--- src/rtl/game_ctrl.sv ---
// game_ctrl: match state machine with debounced start/pause buttons and round clear
module game_ctrl #(
  parameter int WIN_SCORE   = 7,
  parameter int POINT_MS    = 1000,
  parameter int DEBOUNCE_MS = 20
) (
  input  logic       clk,
  input  logic       reset,
  input  logic       tick_ms,
  input  logic       btn_start,
  input  logic       btn_pause,
  input  logic [3:0] p1_score,
  input  logic [3:0] p2_score,
  output logic [1:0] game_state,
  output logic [1:0] winner,
  output logic       round_rst_n
);
  localparam int TW = $clog2(POINT_MS + 1);
  localparam int DW = $clog2(DEBOUNCE_MS + 1);
  localparam logic [3:0] WIN = 4'(WIN_SCORE);

  typedef enum logic [1:0] {IDLE = 2'b00, PLAY = 2'b01, POINT = 2'b10, OVER = 2'b11} state_t;

  logic [1:0] btn, press;
  assign btn = {btn_pause, btn_start};

  for (genvar b = 0; b < 2; b++) begin : g_btn
    logic s1_q, s2_q, deb_q, done;
    logic [DW-1:0] cnt_q;
    assign done = cnt_q == DW'(DEBOUNCE_MS - 1);
    assign press[b] = tick_ms & done & s2_q & ~deb_q;
    // synchronize, then accept a new level only after it holds for DEBOUNCE_MS ticks
    always_ff @(posedge clk or negedge reset) begin
      if (!reset) begin
        s1_q  <= 1'b0;
        s2_q  <= 1'b0;
        deb_q <= 1'b0;
        cnt_q <= '0;
      end else begin
        s1_q <= btn[b];
        s2_q <= s1_q;
        if (s2_q == deb_q) cnt_q <= '0;
        else if (tick_ms) begin
          deb_q <= done ? s2_q : deb_q;
          cnt_q <= done ? '0 : cnt_q + DW'(1);
        end
      end
    end
  end

  state_t        state_q, state_d;
  logic [TW-1:0] timer_q, timer_d;
  logic [1:0]    win_q, win_d;
  logic          clr_q, clr_d, ccnt_q, ccnt_d;
  logic [3:0]    prev_p1_q, prev_p2_q;
  logic          chg, ge1, ge2, start_p, pause_p;

  assign start_p = press[0];
  assign pause_p = press[1];
  assign chg = ~clr_q & ((p1_score != prev_p1_q) | (p2_score != prev_p2_q));
  assign ge1 = p1_score >= WIN;
  assign ge2 = p2_score >= WIN;

  // next state: match flow, point pause timer, winner capture and round-clear countdown
  always_comb begin
    state_d = state_q;
    timer_d = timer_q;
    win_d   = win_q;
    clr_d   = clr_q;
    ccnt_d  = ccnt_q;
    if (clr_q && tick_ms) begin
      ccnt_d = ~ccnt_q;
      clr_d  = ~ccnt_q;
    end
    case (state_q)
      IDLE: state_d = (start_p && !clr_q) ? PLAY : IDLE;
      PLAY: begin
        if (chg && (ge1 || ge2)) begin
          state_d = OVER;
          win_d   = {ge2, ge1};
        end else if (chg) begin
          state_d = POINT;
          timer_d = '0;
        end else if (pause_p) state_d = IDLE;
      end
      POINT: if (tick_ms) begin
        timer_d = timer_q + TW'(1);
        state_d = (timer_q == TW'(POINT_MS - 1)) ? PLAY : POINT;
      end
      OVER: if (start_p) begin
        state_d = IDLE;
        win_d   = 2'b00;
        clr_d   = 1'b1;
        ccnt_d  = 1'b0;
      end
      default: state_d = IDLE;
    endcase
  end

  // state registers; previous scores track every clk except during round clear
  always_ff @(posedge clk or negedge reset) begin
    if (!reset) begin
      state_q   <= IDLE;
      timer_q   <= '0;
      win_q     <= 2'b00;
      clr_q     <= 1'b0;
      ccnt_q    <= 1'b0;
      prev_p1_q <= '0;
      prev_p2_q <= '0;
    end else begin
      state_q   <= state_d;
      timer_q   <= timer_d;
      win_q     <= win_d;
      clr_q     <= clr_d;
      ccnt_q    <= ccnt_d;
      prev_p1_q <= clr_q ? 4'd0 : p1_score;
      prev_p2_q <= clr_q ? 4'd0 : p2_score;
    end
  end

  assign game_state  = state_q;
  assign winner      = win_q;
  assign round_rst_n = ~clr_q;
endmodule

--- config.mk ---
export PLATFORM = sky130hd
export DESIGN_NAME = game_ctrl
export DESIGN_NICKNAME = d
export VERILOG_FILES = /design/src/rtl/game_ctrl.sv
export SDC_FILE = /design/constraint.sdc
export NUM_CORES = 1
export LEC_CHECK = 0
export BUFFER_PORTS_ARGS = -buffer_cell sky130_fd_sc_hd__buf_2
export CAP_MARGIN = 20
export CORE_MARGIN = 3
export CORE_UTILIZATION = 46
export CTS_BUF_LIST = sky130_fd_sc_hd__clkbuf_8
export CTS_CLUSTER_DIAMETER = 60
export DETAILED_ROUTE_END_ITERATION = 8
export SLEW_MARGIN = 20
export SYNTH_ARGS = -nofsm -noshare
export SYNTH_HDL_FRONTEND = slang
export SYNTH_SLANG_ARGS = --single-unit
export TNS_END_PERCENT = 20
--- constraint.sdc ---
create_clock -name clk -period 2 [get_ports clk]
set_clock_uncertainty 0.2 [all_clocks]
set_input_delay 0 -clock clk [delete_from_list [all_inputs] [get_ports clk]]
set_output_delay 0 -clock clk [all_outputs]
set_load 0.05 [all_outputs]
Word-level counts from Yosys, hierarchy flattened
Index checks and enable logic that the tools add are counted.
{"block": "word_totals", "regBits": 40, "out_inout_bits": 5}
{"block": "op_classes", "addsub": 3, "order_cmp": 2, "eq_ne": 16, "mux": 28, "n_bitwise": 14, "reduce_logical": 15}
{"op": "10-bit 2-to-1 mux", "n": 3}
{"op": "5-bit 2-to-1 mux", "n": 6}
{"op": "10-bit one-hot mux with 2 select lines", "n": 1}
{"op": "2-bit 2-to-1 mux", "n": 7}
{"op": "3-bit AND reduction", "n": 4}
{"op": "10-bit by 1-bit adder with 10-bit output, second input constant", "n": 1}
{"op": "5-bit by 1-bit adder with 5-bit output, second input constant", "n": 2}
{"op": "10-bit equality test, second input constant", "n": 1}
{"op": "5-bit equality test, second input constant", "n": 2}
{"op": "2-bit inequality test, second input constant", "n": 5}
{"op": "4-bit by 3-bit greater-or-equal comparator with 1-bit output, second input constant", "n": 2}
{"op": "4-bit 2-to-1 mux", "n": 2}
{"op": "4-bit inequality test", "n": 2}
{"op": "2-bit one-hot mux with 4 select lines", "n": 1}
{"op": "2-bit nonzero test", "n": 4}
{"op": "1-bit bitwise AND", "n": 7}
{"op": "1-bit 2-to-1 mux", "n": 7}
{"op": "1-bit inverter", "n": 6}
{"op": "2-bit equality test, second input constant", "n": 2}
{"op": "4-bit inequality test, second input constant", "n": 1}
{"op": "2-bit one-hot mux with 2 select lines", "n": 1}
{"op": "4-bit AND reduction", "n": 1}
{"op": "1-bit logical AND", "n": 3}
{"op": "1-bit equality test", "n": 2}
{"op": "5 further kinds", "n": 5}

Longest topological paths before layout
Gate-level depths: netlist of the first run.
{"block": "depth", "depth_word": 8, "depth_mapped": 7}

Worst setup path after synthesis of the first run
No wires, ideal clock.
{"block": "synth_timing", "path_kind": "register to register", "start": "register state_q[1], in the netlist game_state[1]", "end": "register timer_q[5]", "setup_time_ns": 0.129, "t_arrival_ns": 1.545, "slack_ns": 0.125, "stages_incl_launch_ff": 8, "cell_sequence": "dfrtp_1 > buf_6 > and3b_1 > buf_6 > a31oi_2 > nor3_1 > a21oi_1 > o22ai_1"}
{"block": "synth_between", "elab_chain_cells": 3, "word_cells_on_any_way": 8, "cone_classes": "5 x eq/ne; 1 x mux; 2 x reduce/logical"}
{"item": "start: declaration", "line_no": "51", "source": "state_t state_q, state_d;"}
{"item": "start signal: assignment", "line_no": "111", "source": "state_q <= state_d;"}
{"item": "2-bit by 1-bit equality test with 1-bit output or 2-bit equality test (tied branches)", "line_no": "75", "source": "case (state_q)"}
{"item": "2-bit inequality test (no source line) or 2-bit nonzero test (tied branches)"}
{"item": "4-bit AND reduction (no source line)"}
{"item": "end signal: assignment", "line_no": "112", "source": "timer_q <= timer_d;"}
{"item": "end: declaration", "line_no": "52", "source": "logic [TW-1:0] timer_q, timer_d;"}
Several ways; a longest one is shown, not always the timed one.
A chain may end at the register's enable or synchronous reset.

Worst setup path after layout of the first run
{"block": "layout_timing", "start": "register g_btn[0].cnt_q[0]", "end": "register win_q[0], in the netlist winner[0]"}
{"block": "layout_between", "elab_chain_cells": 6}
{"item": "start: declaration", "line_no": "29", "source": "logic [DW-1:0] cnt_q;"}
{"item": "start signal: assignment", "line_no": "45", "source": "cnt_q <= done ? '0 : cnt_q + DW'(1);"}
{"item": "5-bit equality test", "line_no": "30", "source": "assign done = cnt_q == DW'(DEBOUNCE_MS - 1);"}
{"item": "1-bit bitwise AND (3 in a row)", "line_no": "31", "source": "assign press[b] = tick_ms & done & s2_q & ~deb_q;"}
{"item": "2-bit inequality test (no source line)"}
{"item": "3-bit AND reduction (no source line)"}
{"item": "end signal: assignment", "line_no": "113", "source": "win_q <= win_d;"}
{"item": "end: declaration", "line_no": "53", "source": "logic [1:0] win_q, win_d;"}
Every way passes these cells.

==> results of run 1 <==
[repair_timing]
action                                 in CTS  in global routing
resized for setup                           0                  0
hold buffers                               13                  0
endpoints found under the hold margin      57                  0
buffers inserted                            0                  0
[worst max-delay path, cell delays in order (launching register included)]
cell      delay [ns]
dfrtp_1         0.39
ha_1            0.18
and4bb_1        0.24
and4b_1         0.32
nand3_2         0.12
o311ai_1        0.12
o31ai_1         0.11
[cells in the final DEF (no fill, tap or decap), drive strengths merged]
cell type / instances
nor4b: 1
o31ai: 2
and3b: 2
nor3b: 5
a31oi: 8
dfrtp: 40
and3: 2
o31a: 1
buf: 22
o22ai: 4
xor2: 3
o41ai: 1
nand3: 4
and4b: 1
a21oi: 12
nand4: 7
nand2b: 1
nand3b: 2
mux2i: 5
xnor2: 10
clkbuf: 7
nor2b: 13
nor3: 8
and4bb: 1
inv: 9
o211ai: 1
mux2: 2
nand2: 13
ha: 3
o21ai: 11
o311ai: 3
nor2: 13
dlygate4sd3: 13
and2: 1
[area by class of cell]
type                       count  area, um2
inverter                       9       33.8
clock buffer                   7       96.3
tap                           50       62.6
timing repair buffer          35        253
fill                         362       1710
multi-input combinational    140        927
sequential                    40       1000
[metrics by stage]
stage / util (%) / instances / power (mW)
detailed placement: 52.5 / 261 / 1.65
CTS: 58.1 / 281 / 2.24
global placement: 52.5 / 261 / 1.62
finish: 58.1 / 281 / 2.22
global route: 58.1 / 281 / 2.37
floorplan: - / 194 / 1.51
[power groups by stage]
stage / Combinational (mW) / Clock, mW / Sequential [mW]
2_1_floorplan: 0.442 / 0 / 1.07
3_3_place_gp: 0.548 / 0 / 1.07
3_5_place_dp: 0.569 / 0 / 1.08
4_1_cts: 0.592 / 0.585 / 1.06
5_1_grt: 0.662 / 0.617 / 1.09
6_report: 0.590 / 0.567 / 1.07
[metal layers]
layer  vias to the layer above  wire length, um  part of all wire [%]
met5                         -                0                     0
met4                         0               15                  0.38
met3                         2               76                   1.9
met2                        18             1930                    49
met1                       761             1890                    48
li1                        769                -                     -
[path summary, 6_finish.rpt]
kind | startpoint | end | slack [ns] | cells past startpoint
max | g_btn[0].cnt_q[0]$_DFFE_PN0P_ | winner[0]$_DFFE_PN0P_ | 0.20 | 6
min | reset | g_btn[0].cnt_q[4]$_DFFE_PN0P_ | 0.03 | 3
max reg2reg | g_btn[0].cnt_q[0]$_DFFE_PN0P_ | winner[0]$_DFFE_PN0P_ | 0.20 | 6
min reg2reg | g_btn[1].s1_q$_DFF_PN0_ | g_btn[1].s2_q$_DFF_PN0_ | 0.15 | 0
max in group asynchronous | reset | g_btn[1].deb_q$_DFFE_PN0P_ | 0.41 | 3
min in group clk | g_btn[1].s1_q$_DFF_PN0_ | g_btn[1].s2_q$_DFF_PN0_ | 0.15 | 0
[state kept, by name, indices dropped and copies added, names as in the netlist]
name / count
g_btn.cnt_q: 10
timer_q: 10
prev_p1_q: 4
prev_p2_q: 4
g_btn.deb_q: 2
g_btn.s1_q: 2
g_btn.s2_q: 2
game_state: 2
winner: 2
ccnt_q: 1
clr_q: 1
[kinds of logic after synthesis]
logic type               Yosys count
AND/OR/NAND/NOR                   74
buffers and inverters             14
multiplexers                       7
adder cells (fa/ha/maj)            3
AO/OA/AOI/OAI                     43
flip-flops                        40
XOR/XNOR                          13
==> results.md, run 1 <==
* GR Layer Usage met2 at 28.6%
* Area share of the largest cell type after synthesis at 50.1%
* Clk sinks at 40
* CTS buffer count at 5
* Post-Synth Simple-Gate Area at 21.1%
* Synth area leader: dfrtp_1
* Net switching fraction of the power at 33.0%
* Cell Area, Placed at 2150 um2
* Commonest cells in the netlist: dfrtp_1 (40), nand2_1 (13), nor2b_1 (13)
* Distinct cell type count after synthesis at 40
* Antenna violations before repair at 0
* Dominant cells by area after synthesis: dfrtp_1 (50%), xnor2_1 (4.4%), nor2b_1 (4.1%)
* Area delta synth->final at 18.8%
* Busiest layer in global routing: met2
* RSZ-0062 raised after global routing: false
* WL final at 3910 um
* Mapped Cells at 194
* Leakage power at 1.05 nW
* Hold Slack at 0.0321 ns
* Mux cell area share after synthesis at 3.63%
* Mapped Nets at 210
* Tcrit/Tclk final at 90.2%
* #FFs+latches synth at 40
* Status: finished clean
* Overall Global Routing Usage at 16.6%
* Final Setup Violations at 0
* CORE AREA at 4090 um2
* GPL Wtd Cong at 0.787
* Finished Cell Area at 2370 um2
* Clock slew seen by the registers of the worst setup and hold paths at 0.08 ns
* Final Hold Viols at 0
* Final ANT Viol Nets at 0
* Power Internal at 1.49 mW
* Largest net degree at the start of global routing at 17
* Initial Util at 48.9%
* Global Route met3 Usage at 4.29%
* Worst Path Max Fanout at 5
* Die ar. at 5170 um2
* Synth Area in Adders at 1.88%
* Synthesized area per cell at 10.3 um2
* CTS tree: yes
* Tightest Hold Check Type: primary input to async pin
* Pre-CTS setup slack at 0.211 ns
* Critical path required time at 1.96 ns
* Total grt overflow at 0
* Die width at 71.9 um
* GRT met1 Usage at 21.0%
* First drt pass iteration count at 4
* Clock root buffer: clkbuf_8
* Compound-Gate Fraction of Synth Area at 14.1%
* First-pass GRT wire length at 6810 um
* DP HPWL at 2800 um
* Sequential fraction of the synthesis area at 50.1%
* Worst Tran Pin Value at 0.741 ns
* Switching pwr at 0.732 mW
* Asr flop ratio synth at 100%
* Setup_tns at 0 ns
* Via count at 1550
* XOR/XNOR share of the synthesized area at 5.70%
* Post-synth EDFFs at 0
* Critical Path AT at 1.76 ns
* Max-cap violations at 0
* PD cells at 936 nW/um2
* Slew margin rel. at 50.4%
* Post-synthesis cell area at 2000 um2
* DRT iter0 DRCs at 59
* CP endpoint kind: flop
* Fraction of layout cells with a size suffix above 1 at 15.6%
* DRC violations left at 0
* Period minus WS final at 1.80 ns
* VDD IR-drop max at 455 uV
* Via density at 5.52
* Setup CP Type: flop to flop
* Chip Height at 71.9 um
* Port Buf Inserts at 17
* CTS Buffer Depth at 2
* Syn. warnings at 0
* Max Slew Vio Count at 0
* Combinational share of power at 26.5%
* Main combinational cell family by area after synthesis: simple AND/OR/NAND/NOR gates
* Number of global-route vias before repair at 1549
* Main synth FF type: dfrtp_1
* I/O pin count at 18
* WL/cell at 13.9 um
* Final net count at 247
* Most common cell in the netlist: dfrtp_1
* CP Launch Type: flop
* FP Rows at 23
* ANT cells at 0
* Clock power frac at 25.5%
* Setup ws final at 0.197 ns
* Max Fclk at 0.555 GHz
* Seq pwr share at 47.9%
* CTS HTree Levels at 2
* Clk_lat worst skew at 0.28 ns
Power figures use the tool's default switching activity.
==> run 2, diff against run 1 <==
--- a/config.mk
+++ b/config.mk
@@ -6,4 +6,5 @@
 export NUM_CORES = 1
 export LEC_CHECK = 0
+export ABC_AREA = 1
 export BUFFER_PORTS_ARGS = -buffer_cell sky130_fd_sc_hd__buf_2
 export CAP_MARGIN = 20
==> constraint.sdc (replaced) <==
create_clock -name clk -period 2 [get_ports clk]
set_clock_uncertainty 0.2 [all_clocks]
set_input_delay 0.4 -clock clk [delete_from_list [all_inputs] [get_ports clk]]
set_output_delay 0.4 -clock clk [all_outputs]
set_load 0.05 [all_outputs]
==> run 2 against run 1 <==
Effect of this change: non-clock buffer count is 12 lower; die area is 6.0% higher; hold slack worse by 0.017 ns; total power is 4.5% higher; combinational power is 2% higher; synthesized cell count is 37% higher; fmax is 0.92% higher; critical path depth is 2 higher; area after synthesis is 6.6% higher; critical path type unchanged; first-iteration DRC count is 39% lower.
==> results.md, run 2 <==
* Asr flop ratio synth at 100%
* Die width at 74.0 um
* Pre-CTS setup slack at 0.105 ns
* Combinational share of power at 25.8%
* Design Power at 2.32 mW
* FP Rows at 24
* Setup ws final at 0.213 ns
* PD cells at 954 nW/um2
* Critical path required time at 1.98 ns
* RSZ-0062 raised after global routing: false
* Final core occ at 55.1%
* R2r endpoint: game_state[0]$_DFFE_PN0P_
* DP HPWL at 2880 um
* Clock root buffer: clkbuf_8
* Seq pwr share at 43.4%
* Cell Area, Placed at 2290 um2
* Mapped Cells at 266
* Slew margin rel. at 67.0%
* Max Slew Vio Count at 0
* Final ANT Viol Nets at 0
* Via density at 4.83
* CP max stage delay at 0.39 ns
* Dominant cells by area after synthesis: dfrtp_1 (47%), nand2_1 (12%), inv_1 (7.4%)
* Chip Height at 74.0 um
* Syn. warnings at 0
* CP endpoint kind: flop
* Mapped Nets at 282
* Worst Hold Launch: btn_start
* Synth area leader: dfrtp_1
* Period minus WS final at 1.79 ns
* Worst-path cell chain: ha_1, nand2_1, nor3_1, nand3_1, nand3_1, o21ai_0, inv_1, nand2_1
* #FFs+latches synth at 40
* Overall Global Routing Usage at 15.7%
* Final Hold Viols at 0
* Most common cell in the netlist: nand2_1
* Main synth FF type: dfrtp_1
* Switching pwr at 0.789 mW
* Net switching fraction of the power at 34.0%
* First drt pass iteration count at 4
* First-pass GRT wire length at 6670 um
* CTS tree: yes
* Top Registers: g_btn.cnt_q x10, timer_q x10
* CTS Hold Bufs at 1
* Max Fclk at 0.560 GHz
* Distinct cell type count after synthesis at 27
* Worst Tran Pin Value at 0.495 ns
* Tcrit/Tclk final at 89.4%
* WL/cell at 11.2 um
* Number of global-route vias before repair at 1529
* DRT iter0 DRCs at 36
* Initial Util at 48.2%
* Final net count at 309
* Hold path endpoint: g_btn[0].s1_q$_DFF_PN0_
* Leakage power at 1.25 nW
* CP Launch Type: flop
* Reg2reg path depth at 8
* Die ar. at 5480 um2
* Status: finished clean
* Fraction of layout cells with a size suffix above 1 at 18.0%
* Flop-to-flop setup slack at 0.21 ns
* Buf/Inv on CP at 1
* Area share of the largest cell type after synthesis at 47.0%
* Clock slew seen by the registers of the worst setup and hold paths at 0.08 ns
* Largest net degree at the start of global routing at 41
* Clock power frac at 30.9%
* Finished Cell Area at 2430 um2
* DRC violations left at 0
* CTS HTree Levels at 2
* Tightest Hold Check Type: primary input to flop
* CTS buffer count at 5
* Antenna violations before repair at 0
* Cell Count, Final, Fillers Out at 346
* Post-synth EDFFs at 0
* Clk_lat worst skew at 0.29 ns
* VDD IR-drop max at 479 uV
* CORE AREA at 4410 um2
* Clk sinks at 40
* Post-synthesis cell area at 2130 um2
* Cell total after placement at 336
* Postcts setup bufs at 0
* Final Setup Violations at 0
* Top delay family on crit path: simple AND/OR/NAND/NOR gates
* Port Buf Inserts at 17
* Most frequent cells in the layout: nand2_1 (67), inv_1 (42), dfrtp_1 (40)
* Worst r2r src: g_btn[1].cnt_q[0]$_DFFE_PN0P_
* Setup CP Type: flop to flop
* Fill count at 421
* Critical Path AT at 1.77 ns
* ANT cells at 0
* Power Internal at 1.53 mW
* Area delta synth->final at 14.3%
* GPL Wtd Cong at 0.813
* Max-cap violations at 0
* Total grt overflow at 0
* Slowest stage cell, crit path: dfrtp_1
* Hold Slack at 0.0154 ns
* Commonest non-fill, non-tap cell in the layout: nand2_1
* Synthesized area per cell at 8.01 um2
* Commonest cells in the netlist: nand2_1 (67), inv_1 (42), dfrtp_1 (40)
* CTS Buffer Depth at 2
* Setup_tns at 0 ns
* I/O pin count at 18
* Post-CTS Resized at 0
* Worst Path Max Fanout at 4
* Via count at 1670
* Hold depth at 1
* Sequential fraction of the synthesis area at 47.0%
* WL final at 3870 um
==> run 2: cell types whose count changed after synthesis, sizes merged, moves of 7 or more <==
cell and delta:
a21oi -7, a31oi -7, inv +36, nand2 +59, nand3 +20, nor2 +13, nor2b -13, o21ai +10
==> run 2: logic make-up after synthesis <==
kind of cell    after synthesis  share of synthesized area (%)
xor+xnor                     11                           4.52
fa+ha+maj                     3                           1.76
simple gates                132                           28.4
flops                        40                           47.0
compound gates               32                           9.22
buf+inv                      48                           9.11
==> run 2: worst max-delay path by stage <==
stage                                  startpoint                        end  cells after the start
floorplan               game_state[0]$_DFFE_PN0P_     timer_q[8]$_DFFE_PN0P_                      8
global placement                      p2_score[3]     timer_q[0]$_DFFE_PN0P_                     12
detailed placement                    p2_score[3]     timer_q[4]$_DFFE_PN0P_                     12
CTS                 g_btn[1].cnt_q[0]$_DFFE_PN0P_  game_state[0]$_DFFE_PN0P_                      8
global route        g_btn[1].cnt_q[0]$_DFFE_PN0P_  game_state[0]$_DFFE_PN0P_                      8
finish              g_btn[1].cnt_q[0]$_DFFE_PN0P_  game_state[0]$_DFFE_PN0P_                      8
==> run 2: area by class of cell <==
class	instances	area (um2)	share of cell area, %
Clock buffer	7	96.3	3.96
Timing Repair Buffer	23	135	5.55
Inverter	45	171	7.04
Sequential cell	40	1000	41.1
Tap cell	52	65.1	2.67
Multi-Input combinational cell	178	935	38.4
Clock inverter	1	30.0	1.23
==> run 2: power by group through the flow <==
stage          Clock (mW)  Combinational [mW]  Sequential, mW
3_3_place_gp            0               0.596            1.02
4_1_cts             0.741               0.605            1.01
2_1_floorplan           0               0.385            1.11
5_1_grt             0.763               0.675            1.02
3_5_place_dp            0               0.603            1.02
6_report            0.717               0.599            1.01
==> run 2: routing by layer <==
layer | vias to the layer above | track usage (%) | part of all wire (%)
li1 | 895 | - | -
met1 | 744 | 21.1 | 50
met2 | 24 | 24.4 | 45
met3 | 7 | 4.19 | 3.3
met4 | 0 | 6.04 | 1.8
met5 | - | 0 | 0
